$ cat config.mk
export PLATFORM = sky130hd
export DESIGN_NAME = packet_buffer_stream_reader_flat
export DESIGN_NICKNAME = d
export VERILOG_FILES = /design/src/rtl/packet_buffer_stream_reader_pkg.sv /design/src/rtl/packet_buffer_stream_reader_if.sv /design/src/rtl/packet_buffer_stream_reader_stream_output_fifo.sv /design/src/rtl/packet_buffer_stream_reader.sv /design/src/flat_wrapper.sv
export SDC_FILE = /design/constraint.sdc
export NUM_CORES = 1
export LEC_CHECK = 0
export CELL_PAD_IN_SITES_DETAIL_PLACEMENT = 1
export CELL_PAD_IN_SITES_GLOBAL_PLACEMENT = 2
export CORE_AREA = 4 4 131 133
export CTS_CLUSTER_SIZE = 30
export DETAILED_ROUTE_END_ITERATION = 8
export DIE_AREA = 0 0 135 137
export PLACE_DENSITY = 0.86
export SLEW_MARGIN = 20
export SYNTH_ARGS = -nofsm -noshare
export SYNTH_HDL_FRONTEND = slang
export SYNTH_SLANG_ARGS = --single-unit
$ cat constraint.sdc
create_clock -name clock -period 8.2 [get_ports clock]
set_input_delay 0.82 -clock clock [delete_from_list [all_inputs] [get_ports clock]]
set_output_delay 0.82 -clock clock [all_outputs]
set_load 0.005 [all_outputs]
$ cat src/rtl/packet_buffer_stream_reader_pkg.sv
// Shared definitions for the packet buffer stream reader.
//   state_e            : control FSM states (IDLE, READ, DRAIN)
//   fifo_depth()       : output FIFO depth needed for a given RAM read latency
//   count_width()      : bits needed to hold an occupancy count 0..depth
//   read_latency_legal : only 1- and 2-cycle RAMs are supported
package packet_buffer_stream_reader_pkg;

  typedef enum logic [1:0] {
    IDLE  = 2'd0,
    READ  = 2'd1,
    DRAIN = 2'd2
  } state_e;

  // Two extra slots beyond the read latency let the reader issue one word
  // per clock while the head word waits for the downstream handshake.
  function automatic int fifo_depth(input int read_latency);
    return read_latency + 2;
  endfunction

  function automatic int count_width(input int depth);
    return $clog2(depth + 1);
  endfunction

  function automatic bit read_latency_legal(input int read_latency);
    return (read_latency == 1) || (read_latency == 2);
  endfunction

endpackage

$ cat src/rtl/packet_buffer_stream_reader_if.sv
// Bundle of all non-clock signals of the packet buffer stream reader.
//   Command  : start, start_address, packet_length, abort -> busy, done
//   RAM port : ram_read_address -> ram_read_data
//   Stream   : m_data, m_valid, m_last -> m_ready
// modport master is the reader itself; modport slave is its environment.
interface packet_buffer_stream_reader_if #(
  parameter int DATA_WIDTH = 16,
  parameter int DATA_DEPTH = 4096
);
  localparam int AW = $clog2(DATA_DEPTH);

  logic                  start;
  logic [AW-1:0]         start_address;
  logic [AW:0]           packet_length;
  logic                  abort;
  logic                  busy;
  logic                  done;
  logic [AW-1:0]         ram_read_address;
  logic [DATA_WIDTH-1:0] ram_read_data;
  logic [DATA_WIDTH-1:0] m_data;
  logic                  m_valid;
  logic                  m_ready;
  logic                  m_last;

  modport master (
    input  start, start_address, packet_length, abort, ram_read_data, m_ready,
    output busy, done, ram_read_address, m_data, m_valid, m_last
  );

  modport slave (
    output start, start_address, packet_length, abort, ram_read_data, m_ready,
    input  busy, done, ram_read_address, m_data, m_valid, m_last
  );

endinterface

$ cat src/rtl/packet_buffer_stream_reader_stream_output_fifo.sv
// Small synchronous FIFO that decouples RAM read returns from the stream.
//   clock, reset : clock and asynchronous active-high reset
//   flush        : synchronous clear of all entries
//   push/push_data, pop : write and read strobes (pop ignored when empty)
//   head_data    : oldest entry, count : occupancy, empty : count == 0
// Push and pop in the same cycle are allowed at any occupancy, including full.
module stream_output_fifo #(
  parameter int DEPTH = 4,
  parameter int WIDTH = 17,
  parameter int CW    = $clog2(DEPTH + 1)
) (
  input  logic             clock,
  input  logic             reset,
  input  logic             flush,
  input  logic             push,
  input  logic [WIDTH-1:0] push_data,
  input  logic             pop,
  output logic [WIDTH-1:0] head_data,
  output logic [CW-1:0]    count,
  output logic             empty
);

  localparam int PW = (DEPTH > 1) ? $clog2(DEPTH) : 1;

  logic [WIDTH-1:0] mem_q [DEPTH];
  logic [WIDTH-1:0] mem_d [DEPTH];
  logic [PW-1:0]    rd_ptr_q, rd_ptr_d;
  logic [PW-1:0]    wr_ptr_q, wr_ptr_d;
  logic [CW-1:0]    count_q, count_d;
  logic             do_push, do_pop;

  // Depth need not be a power of two, so pointers wrap explicitly.
  function automatic logic [PW-1:0] ptr_next(input logic [PW-1:0] p);
    return (p == PW'(DEPTH - 1)) ? '0 : p + 1'b1;
  endfunction

  // A push into a full FIFO is only accepted when the head leaves the same cycle.
  always_comb begin
    mem_d    = mem_q;
    rd_ptr_d = rd_ptr_q;
    wr_ptr_d = wr_ptr_q;
    count_d  = count_q;
    do_pop   = pop && (count_q != '0);
    do_push  = push && ((count_q != CW'(DEPTH)) || do_pop);
    if (flush) begin
      rd_ptr_d = '0;
      wr_ptr_d = '0;
      count_d  = '0;
    end else begin
      if (do_push) begin
        mem_d[wr_ptr_q] = push_data;
        wr_ptr_d        = ptr_next(wr_ptr_q);
      end
      if (do_pop) begin
        rd_ptr_d = ptr_next(rd_ptr_q);
      end
      case ({do_push, do_pop})
        2'b10:   count_d = count_q + 1'b1;
        2'b01:   count_d = count_q - 1'b1;
        default: count_d = count_q;
      endcase
    end
  end

  always_ff @(posedge clock or posedge reset) begin
    if (reset) begin
      for (int i = 0; i < DEPTH; i++) begin
        mem_q[i] <= '0;
      end
      rd_ptr_q <= '0;
      wr_ptr_q <= '0;
      count_q  <= '0;
    end else begin
      mem_q    <= mem_d;
      rd_ptr_q <= rd_ptr_d;
      wr_ptr_q <= wr_ptr_d;
      count_q  <= count_d;
    end
  end

  assign head_data = mem_q[rd_ptr_q];
  assign count     = count_q;
  assign empty     = (count_q == '0);

endmodule

$ cat src/rtl/packet_buffer_stream_reader.sv
// Read-side engine for a packet held in a dual-port RAM.
//   clock, reset : single clock, asynchronous active-high reset
//   bus (master) : start/start_address/packet_length/abort command, busy/done
//                  status, ram_read_address/ram_read_data RAM read port,
//                  m_data/m_valid/m_ready/m_last output stream
// Reads are issued sequentially from start_address (wrapping at DATA_DEPTH).
// A tag pipe as long as the RAM latency marks which RAM return cycles carry
// packet data; tagged words land in a small FIFO that drives the stream.
module packet_buffer_stream_reader
  import packet_buffer_stream_reader_pkg::*;
#(
  parameter int DATA_WIDTH   = 16,
  parameter int DATA_DEPTH   = 4096,
  parameter int READ_LATENCY = 2
) (
  input logic                    clock,
  input logic                    reset,
  packet_buffer_stream_reader_if.master bus
);

  localparam int AW         = $clog2(DATA_DEPTH);
  localparam int FIFO_DEPTH = fifo_depth(READ_LATENCY);
  localparam int CW         = count_width(FIFO_DEPTH);

  if (!read_latency_legal(READ_LATENCY)) begin : g_illegal_latency
    $error("packet_buffer_stream_reader: READ_LATENCY must be 1 or 2");
  end

  state_e                  state_q, state_d;
  logic [AW-1:0]           addr_q, addr_d;
  logic [AW:0]             words_q, words_d;
  logic                    done_q, done_d;
  logic [READ_LATENCY-1:0] tag_valid_q, tag_valid_d;
  logic [READ_LATENCY-1:0] tag_last_q, tag_last_d;

  logic                    issue, issue_last, room;
  logic [CW-1:0]           in_flight;
  logic [CW-1:0]           fifo_count;
  logic                    fifo_empty;
  logic [DATA_WIDTH:0]     fifo_head;
  logic                    push, pop, handshake;

  // Every word still in the tag pipe already has a FIFO slot reserved, so the
  // sum of in-flight reads and stored words bounds occupancy and the FIFO can
  // never overflow. The count uses FIFO occupancy before any same-edge pop.
  always_comb begin
    in_flight = '0;
    for (int i = 0; i < READ_LATENCY; i++) begin
      in_flight = in_flight + CW'(tag_valid_q[i]);
    end
  end

  assign room      = ({1'b0, in_flight} + {1'b0, fifo_count}) < (CW+1)'(FIFO_DEPTH);
  assign handshake = !fifo_empty && bus.m_ready;
  assign pop       = handshake;
  assign push      = tag_valid_q[READ_LATENCY-1];

  // Control FSM: IDLE waits for a non-empty command, READ issues addresses,
  // DRAIN waits for the last word to leave. Abort overrides everything.
  always_comb begin
    state_d    = state_q;
    addr_d     = addr_q;
    words_d    = words_q;
    done_d     = 1'b0;
    issue      = 1'b0;
    issue_last = 1'b0;
    if (bus.abort) begin
      state_d = IDLE;
      words_d = '0;
    end else begin
      unique case (state_q)
        IDLE: begin
          if (bus.start && (bus.packet_length != '0)) begin
            state_d = READ;
            addr_d  = bus.start_address;
            words_d = bus.packet_length;
          end
        end
        READ: begin
          if (room && (words_q != '0)) begin
            issue      = 1'b1;
            issue_last = (words_q == (AW+1)'(1));
            addr_d     = (addr_q == AW'(DATA_DEPTH - 1)) ? '0 : addr_q + 1'b1;
            words_d    = words_q - 1'b1;
            if (issue_last) begin
              state_d = DRAIN;
            end
          end
        end
        DRAIN: begin
          if (handshake && fifo_head[DATA_WIDTH]) begin
            state_d = IDLE;
            done_d  = 1'b1;
          end
        end
        default: state_d = IDLE;
      endcase
    end
  end

  // Tag pipe mirrors the RAM latency; the last bit rides along with the valid
  // bit so the FIFO entry knows whether it closes the packet.
  always_comb begin
    tag_valid_d = '0;
    tag_last_d  = '0;
    if (!bus.abort) begin
      tag_valid_d[0] = issue;
      tag_last_d[0]  = issue_last;
      for (int i = 1; i < READ_LATENCY; i++) begin
        tag_valid_d[i] = tag_valid_q[i-1];
        tag_last_d[i]  = tag_last_q[i-1];
      end
    end
  end

  always_ff @(posedge clock or posedge reset) begin
    if (reset) begin
      state_q     <= IDLE;
      addr_q      <= '0;
      words_q     <= '0;
      done_q      <= 1'b0;
      tag_valid_q <= '0;
      tag_last_q  <= '0;
    end else begin
      state_q     <= state_d;
      addr_q      <= addr_d;
      words_q     <= words_d;
      done_q      <= done_d;
      tag_valid_q <= tag_valid_d;
      tag_last_q  <= tag_last_d;
    end
  end

  stream_output_fifo #(
    .DEPTH (FIFO_DEPTH),
    .WIDTH (DATA_WIDTH + 1),
    .CW    (CW)
  ) u_fifo (
    .clock     (clock),
    .reset     (reset),
    .flush     (bus.abort),
    .push      (push),
    .push_data ({tag_last_q[READ_LATENCY-1], bus.ram_read_data}),
    .pop       (pop),
    .head_data (fifo_head),
    .count     (fifo_count),
    .empty     (fifo_empty)
  );

  assign bus.busy             = (state_q != IDLE);
  assign bus.done             = done_q;
  assign bus.ram_read_address = addr_q;
  assign bus.m_data           = fifo_head[DATA_WIDTH-1:0];
  assign bus.m_valid          = !fifo_empty;
  assign bus.m_last           = !fifo_empty && fifo_head[DATA_WIDTH];

endmodule

$ cat src/flat_wrapper.sv
// flat-port wrapper written by rule: the top's interface ports become plain ports
module packet_buffer_stream_reader_flat import packet_buffer_stream_reader_pkg::*;
#(
  parameter int DATA_WIDTH   = 16,
  parameter int DATA_DEPTH   = 4096,
  parameter int READ_LATENCY = 2
)
  (clock, reset, bus_start, bus_start_address, bus_packet_length, bus_abort, bus_ram_read_data, bus_m_ready, bus_busy, bus_done, bus_ram_read_address, bus_m_data, bus_m_valid, bus_m_last);
  packet_buffer_stream_reader_if #(.DATA_WIDTH(DATA_WIDTH), .DATA_DEPTH(DATA_DEPTH)) bus_i ();
  input logic clock;
  input logic reset;
  input wire logic [$bits(bus_i.start)-1:0] bus_start;
  input wire logic [$bits(bus_i.start_address)-1:0] bus_start_address;
  input wire logic [$bits(bus_i.packet_length)-1:0] bus_packet_length;
  input wire logic [$bits(bus_i.abort)-1:0] bus_abort;
  input wire logic [$bits(bus_i.ram_read_data)-1:0] bus_ram_read_data;
  input wire logic [$bits(bus_i.m_ready)-1:0] bus_m_ready;
  output wire logic [$bits(bus_i.busy)-1:0] bus_busy;
  output wire logic [$bits(bus_i.done)-1:0] bus_done;
  output wire logic [$bits(bus_i.ram_read_address)-1:0] bus_ram_read_address;
  output wire logic [$bits(bus_i.m_data)-1:0] bus_m_data;
  output wire logic [$bits(bus_i.m_valid)-1:0] bus_m_valid;
  output wire logic [$bits(bus_i.m_last)-1:0] bus_m_last;
  assign bus_i.start = bus_start;
  assign bus_i.start_address = bus_start_address;
  assign bus_i.packet_length = bus_packet_length;
  assign bus_i.abort = bus_abort;
  assign bus_i.ram_read_data = bus_ram_read_data;
  assign bus_i.m_ready = bus_m_ready;
  assign bus_busy = bus_i.busy;
  assign bus_done = bus_i.done;
  assign bus_ram_read_address = bus_i.ram_read_address;
  assign bus_m_data = bus_i.m_data;
  assign bus_m_valid = bus_i.m_valid;
  assign bus_m_last = bus_i.m_last;
  packet_buffer_stream_reader #(.DATA_WIDTH(DATA_WIDTH), .DATA_DEPTH(DATA_DEPTH), .READ_LATENCY(READ_LATENCY)) u_core (.clock(clock), .reset(reset), .bus(bus_i));
endmodule
### Word-level counts from Yosys, hierarchy flattened

Index checks and enable logic that the tools add are counted.

* add/sub/neg operators: 8
* order comparisons: 4
* equality and inequality tests: 15
* muxes and demuxes: 37
* bitwise gates (word level): 3
* reduce and logical (&&, ||, !) cells: 25

Operators by type and width (number)
* 68-bit bitwise mux: 1
* 17-bit two-way mux: 3
* 13-bit two-way mux: 3
* 12-bit two-way mux: 3
* 17-bit binary-select mux with 2-bit select: 1
* 17-bit demux with 2-bit select: 1
* 2-bit two-way mux: 13
* 13-bit one-hot mux with 2 select lines: 1
* 13-bit nonzero test: 2
* 12-bit one-hot mux with 2 select lines: 1
* 13-bit by 1-bit == test with 1-bit output, second input constant: 1
* 13-bit by 1-bit subtractor with 13-bit output, second input constant: 1
* 12-bit by 1-bit adder with 12-bit output, second input constant: 1
* 12-bit == test, second input constant: 1
* 3-bit by 2-bit inequality test with 1-bit output, second input constant: 4
* 3-bit nonzero test: 3
* 2-bit == test, second input constant: 4
* 1-bit logical AND: 8
* 4-bit AND reduction: 2
* 2-bit nonzero test: 4
* 1-bit two-way mux: 7
* 3-bit >= comparator, second input constant: 2
* 2-bit NOT with 3-bit output: 2
* 2-bit one-hot mux with 3 select lines: 1
* other kinds (19): 22

* bits in registers: 107
* bits of input ports: 46
* output and inout bits: 32
* word-level logic and storage cells: 105

### Depth between registers and ports, before layout

Gate-level depths: netlist (run 1).

* word-level depth: 9
* gate-level depth with buffers: 9
* mapped depth without buffers: 7

### Modules after synthesis

Synthesis (run 1) repeated with hierarchy kept, for this count alone.

* cell total of the unflattened synthesis: 475
* area total of the unflattened synthesis: 5824.3 um^2

By module, submodules not included
* stream_output_fifo: times used 1, cells an instance 227, area each 3738.6 um^2, sequential area each 1876.8 um^2
* packet_buffer_stream_reader: times used 1, cells an instance 248, area each 2085.8 um^2, sequential area each 800.8 um^2

### Least setup slack after synthesis (run 1)

Ideal clock, no wire load.

* path kind: register to output
* start: reg u_core.u_fifo.rd_ptr_q[0]
* end: out bus_m_data[10]
* arrival: 1.608 ns
* required time: 7.380 ns
* slack: 5.772 ns
* stages on the path, launching flop included: 4
* path buffers: 2
* cells stage by stage: dfrtp_1 > buf_2 > clkbuf_1 > mux4_2

* longest elaborated chain between the ends: 4

Ends and longest elaborated chain
* from (decl): line packet_buffer_stream_reader_stream_output_fifo.sv:27 `logic [PW-1:0] rd_ptr_q, rd_ptr_d;`
* from (signal assigned): line packet_buffer_stream_reader_stream_output_fifo.sv:75 `rd_ptr_q <= rd_ptr_d;`
* 2-bit NOT with 3-bit output (not written as such): line packet_buffer_stream_reader_stream_output_fifo.sv:81 `assign head_data = mem_q[rd_ptr_q];`
* 17-bit binary-select mux with 2-bit select: line packet_buffer_stream_reader_stream_output_fifo.sv:81
* 17-bit two-way mux (not written as such) (2 in a row): line packet_buffer_stream_reader_stream_output_fifo.sv:81
* to (decl): line flat_wrapper.sv:21 `output wire logic [$bits(bus_i.m_data)-1:0] bus_m_data;`

No other way between the ends. The select of a mux whose other input is x is not followed.

### Worst setup path in the final report (run 1)

* start: reg u_core.u_fifo.rd_ptr_q[1]
* end: out bus_m_last

* longest elaborated chain between the ends: 5

Ends and longest elaborated chain
* 2-bit NOT with 3-bit output (not written as such): line packet_buffer_stream_reader_stream_output_fifo.sv:81
* 17-bit binary-select mux with 2-bit select: line packet_buffer_stream_reader_stream_output_fifo.sv:81
* 17-bit two-way mux (not written as such) (2 in a row): line packet_buffer_stream_reader_stream_output_fifo.sv:81
* 1-bit logical AND: line packet_buffer_stream_reader.sv:155 `assign bus.m_last = !fifo_empty && fifo_head[DATA_WIDTH];`
* to (decl): line flat_wrapper.sv:23 `output wire logic [$bits(bus_i.m_last)-1:0] bus_m_last;`

No other way between the ends. The select of a mux whose other input is x is not followed.

==> impl_metrics.tcl, run 1 <==
set metrics [dict create \
    via_per_inst 5.32 \
    yosys.area.top_type "dfrtp_1" \
    io_pins 78 \
    async_reset_ff_frac 1.00 \
    start_util 0.350 \
    cp_max_fo 19 \
    grt_pass1_wl_mm 23.9 \
    clockRootBuffer "clkbuf_16" \
    h-tree-depth 3 \
    synth_fp_nets 521 \
    max_slew_margin 0.348 \
    r2r_setup_slack_ps 5350 \
    critPathSlowestCell "dfrtp_1" \
    grt_overflow 0 \
    hold_path_class "flip-flop to flip-flop" \
    clkSlewWorstSetupHoldPaths_ps 70 \
    synth_ff_type "dfrtp_1" \
    cts_buffer_depth 2 \
    power_frac_seq 0.412 \
    die_w_um 135 \
    switching_share 0.312 \
    rsz0062_at_grt "no" \
    core_area_um2 15800 \
    grt_antenna_before_repair 0 \
    arrival_ps 2450 \
    setup_tns_ps 0 \
    grt_max_degree 71 \
    synthCells 463 \
    synth_area_leaders "dfrtp_1 48%, mux2_1 8.1%, mux4_2 6.9%" \
    rows 46 \
    drive_gt1_frac 0.156 \
    worst_pin_slew_ps 979 \
    cts_resized 0 \
    port-buffer-count 77 \
    cts_buffers 9 \
    p_switching_uw 531 \
    worstSkewPairLatency_ps 350 \
    period_share 0.399 \
    worstHoldStart "u_core.tag_last_q[0]" \
    status "finished clean" \
    p_clk_frac 0.254 \
    cp_num_buf_inv 1 \
    postRouteAntennaNets 0 \
    synth_top_area_share 0.484 \
    synth_edf_count 0 \
    maxCapViolCount 0 \
    crit_path_max_incr_delay_ps 990 \
    clock-sinks 107 \
    synth.avg_cell_area_um2 12.0 \
    gp_congestion 0.812 \
    critPathTopFamily "flip-flops" \
    synth_seq_area_share 0.484 \
    crit_path_start "u_core.u_fifo.rd_ptr_q[1]" \
    p_total_mw 1.70 \
    syn-cell-area_um2 5540 \
    initialDrtViolationCount 172 \
    diodes 0 \
    worstPathRequired_ps 7380 \
    yosysWarnings 0 \
    cts_hold_buffers 0 \
    finClkSkew_ps 11.1 \
    drt_drc_violations_left 0 \
    firstDrtPassIters 4 \
    vias 3982 \
    path_cells "mux4_2 -> and2_1 -> clkdlybuf4s50_1" \
    worstSetupPathType "flip-flop to output port" \
    fin_crit_ps 3270 \
    fp.dieArea_um2 18500 \
    postSynthRegisterBits 107 \
    totalWireLength_mm 14.3 \
    r2r_start "u_core.tag_valid_q[1]" \
    p_int_mw 1.17 \
    critPathCaptureType "output port" \
    layout_commonest_cell "dfrtp_1" \
    p_leak_nw 2.98 \
    max_freq_ghz 0.306 \
    pwr-share-comb 0.335 \
    power_density_nw_per_um2 252 \
    drv_slew 0 \
    grt_pass1_vias 4569 \
    final_cell_mix "107 x dfrtp_1, 77 x clkdlybuf4s50_1, 40 x mux2_1" \
    vdd_ir_drop_max_uv 129 \
    finalHoldViolCount 0 \
    cts_tree "yes" \
    setup_violations 0 \
    synth.distinct_cells 60 \
    die_h_um 137 \
    cp-start-kind "flip-flop" \
    dp_hpwl_mm 9.62 \
    grtUsageTotal 0.163 \
    syn_to_final_growth_pct 22.3 \
    wl_per_cell_um 19.1 \
    nets 587 \
    post-cts-setup-buffers 0 \
]
synth_stat cells, types with 3 or more instances:
master / number
clkbuf_1: 15
nand4_1: 6
nor3b_1: 4
dfrtp_1: 107
ha_1: 11
nor4_1: 9
nor2_1: 32
mux2_1: 40
or3_1: 3
inv_1: 21
o32ai_1: 7
a31oi_1: 4
nor2b_1: 6
buf_2: 5
nand2_1: 13
a211oi_1: 5
nand2_4: 4
nand3_1: 5
and3_1: 3
a22oi_1: 5
nor3_1: 16
buf_6: 5
o21ai_0: 13
a21oi_1: 27
o22a_1: 4
mux4_2: 17
o31ai_1: 6
xnor2_1: 3
mux2_2: 28
o22ai_1: 4
power by group through the flow:
stage / Clock [mW] / Sequential [mW] / Combinational (mW)
final: 0.432 / 0.702 / 0.570
after global routing: 0.471 / 0.716 / 0.633
after CTS: 0.451 / 0.701 / 0.581
after detailed placement: 0 / 0.710 / 0.577
after global placement: 0 / 0.702 / 0.557
after floorplan: 0 / 0.678 / 0.336
cell type report:
| class | instances | area, um2 |
|---|---|---|
| clock buffers | 10 | 229 |
| clock inverters | 5 | 60.1 |
| fillers | 1683 | 9060 |
| inverters | 22 | 85.1 |
| multi-input cells | 306 | 2630 |
| flip-flops and latches | 107 | 2680 |
| well taps | 216 | 270 |
| repair buffers | 83 | 816 |
cells by family after synthesis:
logic type / Yosys count / share of synthesized area
muxes: 86 / 0.209
DFF: 107 / 0.484
adders and majority gates: 12 / 0.0285
and+or+nand+nor: 116 / 0.118
xor gates and xnor gates: 4 / 0.00633
buffers and inverters: 50 / 0.0432
AOI/OAI and AO/OA: 88 / 0.111
flip-flops by register name, summed over array words and instances (netlist names):
name,cells
u_core.bus.ram_read_address,12
u_core.u_fifo.count,3
u_core.tag_last_q,2
u_core.u_fifo.rd_ptr_q,2
u_core.words_q,13
u_core.bus.done,1
u_core.u_fifo.wr_ptr_q,2
u_core.state_q,2
u_core.tag_valid_q,2
u_core.u_fifo.mem_q,68
worst reg2reg max path, cell delays in order, from the launching register on:
cell and delay, ps:
dfrtp_1 490, ha_1 250, ha_1 270, a311o_1 360, a311oi_1 330, a31oi_2 70, nand2b_1 570, o22a_1 400
metrics by stage:
step	util	setup WS [ps]	hold WS, ps	cells	instance area, um2
4_1_cts	0.427	4870	478	749	6760
6_report	0.428	4930	474	749	6770
5_1_grt	0.428	4790	492	749	6770
2_1_floorplan	-	4560	439	463	5540
3_3_place_gp	0.409	5100	443	734	6470
3_5_place_dp	0.409	5020	462	734	6470
routing by layer:
layer | share of wire | GRT usage | vias up
met2 | 0.51 | 0.289 | 78
met3 | 0.038 | 0.0434 | 7
met1 | 0.44 | 0.202 | 2052
met4 | 0.0061 | 0.0330 | 0
li1 | - | - | 1845
met5 | 0 | 0 | -
final timing paths:
kind | cells after the start | end
hold reg to reg | 1 | u_core.tag_last_q[1]
min in group asynchronous | 2 | u_core.u_fifo.wr_ptr_q[0]
max in group asynchronous | 3 | u_core.u_fifo.mem_q[28]
hold / removal | 1 | u_core.tag_last_q[1]
setup reg to reg | 7 | u_core.bus.ram_read_address[8]
setup / recovery | 3 | bus_m_last
No activity file was read; power rests on OpenSTA's default activity.
==> inputs of run 2 (changes only) <==
==> constraint.sdc (replaced) <==
create_clock -name clock -period 3.1 [get_ports clock]
set_input_delay 0.31 -clock clock [delete_from_list [all_inputs] [get_ports clock]]
set_output_delay 0.31 -clock clock [all_outputs]
set_load 0.005 [all_outputs]
==> impl_metrics.tcl, run 2 (synthesized netlist as in run 1, its figures left out) <==
set metrics [dict create \
    status "finished clean" \
    postRouteAntennaNets 0 \
    die_w_um 135 \
    largest-register "u_core.u_fifo.mem_q" \
    fin_crit_ps 2520 \
    cts_buffer_depth 2 \
    setup_tns_ps 0 \
    top_layer "met4" \
    cp_max_fo 13 \
    totalWireLength_mm 14.3 \
    initialDrtViolationCount 189 \
    cts_hold_buffers 0 \
    worstSkewPairLatency_ps 350 \
    met1Wirelength_mm 6.41 \
    grt_overflow 0 \
    rsz0062_at_grt "no" \
    post-cts-setup-buffers 0 \
    largest_reg_flops 68 \
    grt_max_degree 108 \
    start_util 0.350 \
    grt_pass1_vias 4553 \
    cts_resized 0 \
    grt_antenna_before_repair 0 \
    h-tree-depth 3 \
    dp_hpwl_mm 10.0 \
    via_per_inst 5.33 \
    finClkSkew_ps 7.15 \
    critPathCaptureType "flip-flop" \
    met3_length_um 636 \
    vdd_ir_drop_max_uv 335 \
    layout_commonest_cell "dfrtp_1" \
    arrival_ps 2790 \
    diodes 0 \
    clkSlewWorstSetupHoldPaths_ps 70 \
    drv_slew 0 \
    wl_per_cell_um 18.8 \
    finalHoldViolCount 0 \
    cp-start-kind "flip-flop" \
    drive_gt1_frac 0.170 \
    core_area_um2 15800 \
    post-route-util 0.432 \
    io_pins 78 \
    fillers 1693 \
    grtUsageTotal 0.164 \
    final_cell_mix "107 x dfrtp_1, 77 x clkdlybuf4s50_1, 40 x mux2_1" \
    firstDrtPassIters 4 \
    gp_congestion 0.793 \
    clock-sinks 107 \
    cts_tree "yes" \
    drt_drc_violations_left 0 \
    die_h_um 137 \
    vias 4041 \
    worstSetupPathType "flip-flop to flip-flop" \
    rows 46 \
    fp.dieArea_um2 18500 \
    max_slew_margin 0.574 \
    cts_buffers 9 \
    worstPathRequired_ps 3370 \
    maxCapViolCount 0 \
    nets 595 \
    clockRootBuffer "clkbuf_16" \
    p_leak_nw 3.02 \
    hold_path_class "flip-flop to flip-flop" \
    grt_pass1_wl_mm 23.9 \
    port-buffer-count 77 \
    multiInputGateArea_um2 2620 \
    setup_violations 0 \
    syn_to_final_growth_pct 23.6 \
    max_freq_ghz 0.397 \
    period_share 0.812 \
    regArea_um2 2680 \
    met2_length_mm 7.02 \
    worst_pin_slew_ps 633 \
    power_density_nw_per_um2 667 \
]
==> run 2: path summary, 6_finish.rpt <==
path	depth (start not counted)	end	slack (ps)	from
max	8	u_core.words_q[1]	580	u_core.tag_valid_q[1]
min	1	u_core.tag_last_q[1]	460	u_core.tag_last_q[0]
max reg2reg	8	u_core.words_q[1]	580	u_core.tag_valid_q[1]
min reg2reg	1	u_core.tag_last_q[1]	460	u_core.tag_last_q[0]
max in group asynchronous	3	u_core.words_q[0]	2200	reset
min in group asynchronous	3	u_core.u_fifo.mem_q[22]	470	reset
==> run 2: worst max-delay path: stages (launching register included) <==
cell	delay, ps
dfrtp_1	510
ha_1	260
ha_1	270
a311o_1	350
a311oi_1	290
a31oi_2	80
buf_4	200
a211o_1	290
a21oi_1	180
==> run 2: through the flow <==
step / hold WS (ps) / std cells / total power [mW] / worst slack [ps] / cell area, um2
detailed placement: 459 / 742 / 3.43 / 565 / 6540
global route: 485 / 758 / 4.85 / 426 / 6840
CTS: 475 / 758 / 4.64 / 513 / 6840
floorplan: 439 / 463 / 2.68 / 970 / 5540
global placement: 444 / 742 / 3.36 / 636 / 6540
finish: 464 / 758 / 4.56 / 582 / 6840
==> run 2: area by class of cell <==
class / instances / area share
Multi-Input combinational cell: 306 / 0.383
Timing Repair Buffer: 91 / 0.130
Clock buffer: 10 / 0.0335
Clock inverter: 6 / 0.0102
Inverter: 22 / 0.0126
Tap cell: 216 / 0.0395
Sequential cell: 107 / 0.391
==> run 2: report_power, final <==
group | internal (mW) | leakage [nW] | total (mW) | switching (mW)
Sequential | 1.62 | 1.43 | 1.85 | 0.236
Combinational | 0.879 | 1.44 | 1.53 | 0.650
Clock | 0.638 | 0.148 | 1.18 | 0.541
==> run 2: routing by layer <==
metal	up-vias	track usage
met3	16	0.0441
met1	2071	0.206
li1	1860	-
met5	-	0
met4	0	0.0487
met2	94	0.278
==> inputs of run 3 (changes only) <==
==> constraint.sdc (replaced) <==
create_clock -name clock -period 2.55 [get_ports clock]
set_input_delay 0.255 -clock clock [delete_from_list [all_inputs] [get_ports clock]]
set_output_delay 0.255 -clock clock [all_outputs]
set_load 0.005 [all_outputs]
==> impl_metrics.tcl, run 3 (synthesized netlist as in run 1, its figures left out) <==
set metrics [dict create \
    core_area_um2 15800 \
    p_clk_frac 0.261 \
    r2r-end "u_core.bus.ram_read_address[11]" \
    cts_hold_buffers 0 \
    finClkSkew_ps 6.14 \
    p_switching_mw 1.84 \
    port-buffer-count 77 \
    worstPathRequired_ps 2830 \
    gp_congestion 0.812 \
    worstSetupPathType "flip-flop to flip-flop" \
    wl_per_cell_um 19.6 \
    largest_reg_flops 68 \
    grt_max_degree 92 \
    grt_antenna_before_repair 0 \
    rows 46 \
    via_per_inst 5.43 \
    worst_pin_slew_ps 530 \
    clkSlewWorstSetupHoldPaths_ps 80 \
    die_w_um 135 \
    grt_overflow 0 \
    r2r_start "u_core.tag_valid_q[1]" \
    cts_buffers 9 \
    setup_tns_ps 0 \
    worstSkewPairLatency_ps 360 \
    critPathCaptureType "flip-flop" \
    clockRootBuffer "clkbuf_16" \
    diodes 0 \
    io_pins 78 \
    cts_buffer_depth 2 \
    vias 4161 \
    firstDrtPassIters 5 \
    drive_gt1_frac 0.185 \
    h-tree-depth 3 \
    rsz0062_at_grt "no" \
    largest-register "u_core.u_fifo.mem_q" \
    rr_worst_depth 8 \
    grt_pass1_vias 4727 \
    pwr-share-comb 0.346 \
    hold_path_class "primary input to asynchronous set/reset pin" \
    drv_slew 0 \
    maxCapViolCount 0 \
    die_h_um 137 \
    grt_pass1_wl_mm 25.0 \
    place_area_um2 6610 \
    start_util 0.350 \
    p_int_mw 3.88 \
    final_cell_mix "107 x dfrtp_1, 77 x clkdlybuf4s50_1, 40 x mux2_1" \
    cp_max_fo 8 \
    power_frac_seq 0.393 \
    fillers 1702 \
    status "finished clean" \
    post-route-util 0.438 \
    dp_hpwl_mm 10.5 \
    power_density_nw_per_um2 824 \
    postRouteAntennaNets 0 \
    setup_violations 0 \
    fp.dieArea_um2 18500 \
    drt_drc_violations_left 0 \
    grtUsageTotal 0.172 \
    clock-sinks 107 \
    period_share 0.933 \
    switching_share 0.321 \
    layout_commonest_cell "dfrtp_1" \
    nets 603 \
    syn_to_final_growth_pct 25.4 \
    vdd_ir_drop_max_uv 402 \
    arrival_ps 2660 \
    r2r_setup_slack_ps 170 \
    cts_tree "yes" \
    crit_path_start "u_core.tag_valid_q[1]" \
    p_leak_nw 3.07 \
    totalWireLength_mm 15.0 \
    finalHoldViolCount 0 \
    finalInstanceArea_um2 6940 \
    max_slew_margin 0.643 \
    cp-start-kind "flip-flop" \
    initialDrtViolationCount 195 \
    fin_crit_ps 2380 \
    post-cts-setup-buffers 0 \
    max_freq_ghz 0.421 \
]
-- run 3: per-layer routing --
layer / GRT usage / routed length, um / vias up
met5: 0 / 0 / -
met4: 0.0476 / 202 / 0
met3: 0.0456 / 687 / 17
met2: 0.304 / 7640 / 101
met1: 0.208 / 6520 / 2171
li1: - / - / 1872
-- run 3: through the flow --
step / hold WS, ps / setup WS [ps] / instances / total power [mW]
after CTS: 227 / 56.8 / 766 / 5.81
after floorplan: 387 / 420 / 463 / 3.26
after global routing: 242 / 9.27 / 766 / 6.07
final: 229 / 172 / 766 / 5.72
after detailed placement: 467 / 180 / 750 / 4.26
after global placement: 446 / 237 / 750 / 4.16
-- run 3: final cells by class --
cell class	count	area, um2	share of cell area
well taps	216	270	0.0389
flip-flops and latches	107	2680	0.386
clock buffers	9	225	0.0325
multi-input cells	306	2620	0.378
repair buffers	99	961	0.138
clock inverters	7	95.1	0.0137
inverters	22	86.3	0.0124
-- run 3: power by group through the flow --
stage / Clock [mW] / Combinational, mW / Sequential, mW
6_report: 1.49 / 1.98 / 2.25
3_3_place_gp: 0 / 1.91 / 2.25
2_1_floorplan: 0 / 1.08 / 2.18
4_1_cts: 1.55 / 2.01 / 2.25
5_1_grt: 1.61 / 2.17 / 2.30
3_5_place_dp: 0 / 1.99 / 2.28
-- run 3: repair_timing --
action / in CTS / in global routing
setup endpoints to repair: 0 / 1
gates resized for setup: 0 / 1
endpoints found under the hold margin: 0 / 0
-- run 3: worst max path at each step --
stage | endpoint | slack [ps] | cells past startpoint
2_1_floorplan | u_core.words_q[5] | 420 | 9
3_3_place_gp | u_core.words_q[12] | 240 | 7
3_5_place_dp | u_core.bus.ram_read_address[1] | 180 | 8
4_1_cts | u_core.u_fifo.count[2] | 60 | 8
5_1_grt | u_core.bus.ram_read_address[2] | 9 | 8
6_report | u_core.bus.ram_read_address[11] | 170 | 8
-- run 3: critical path, stage by stage, from the launching register on --
cell and delay [ps]:
dfrtp_1 400, ha_1 220, ha_1 270, a311o_1 350, a311oi_1 280, a31oi_2 80, nand2b_1 280, buf_4 230
o22ai_1 180
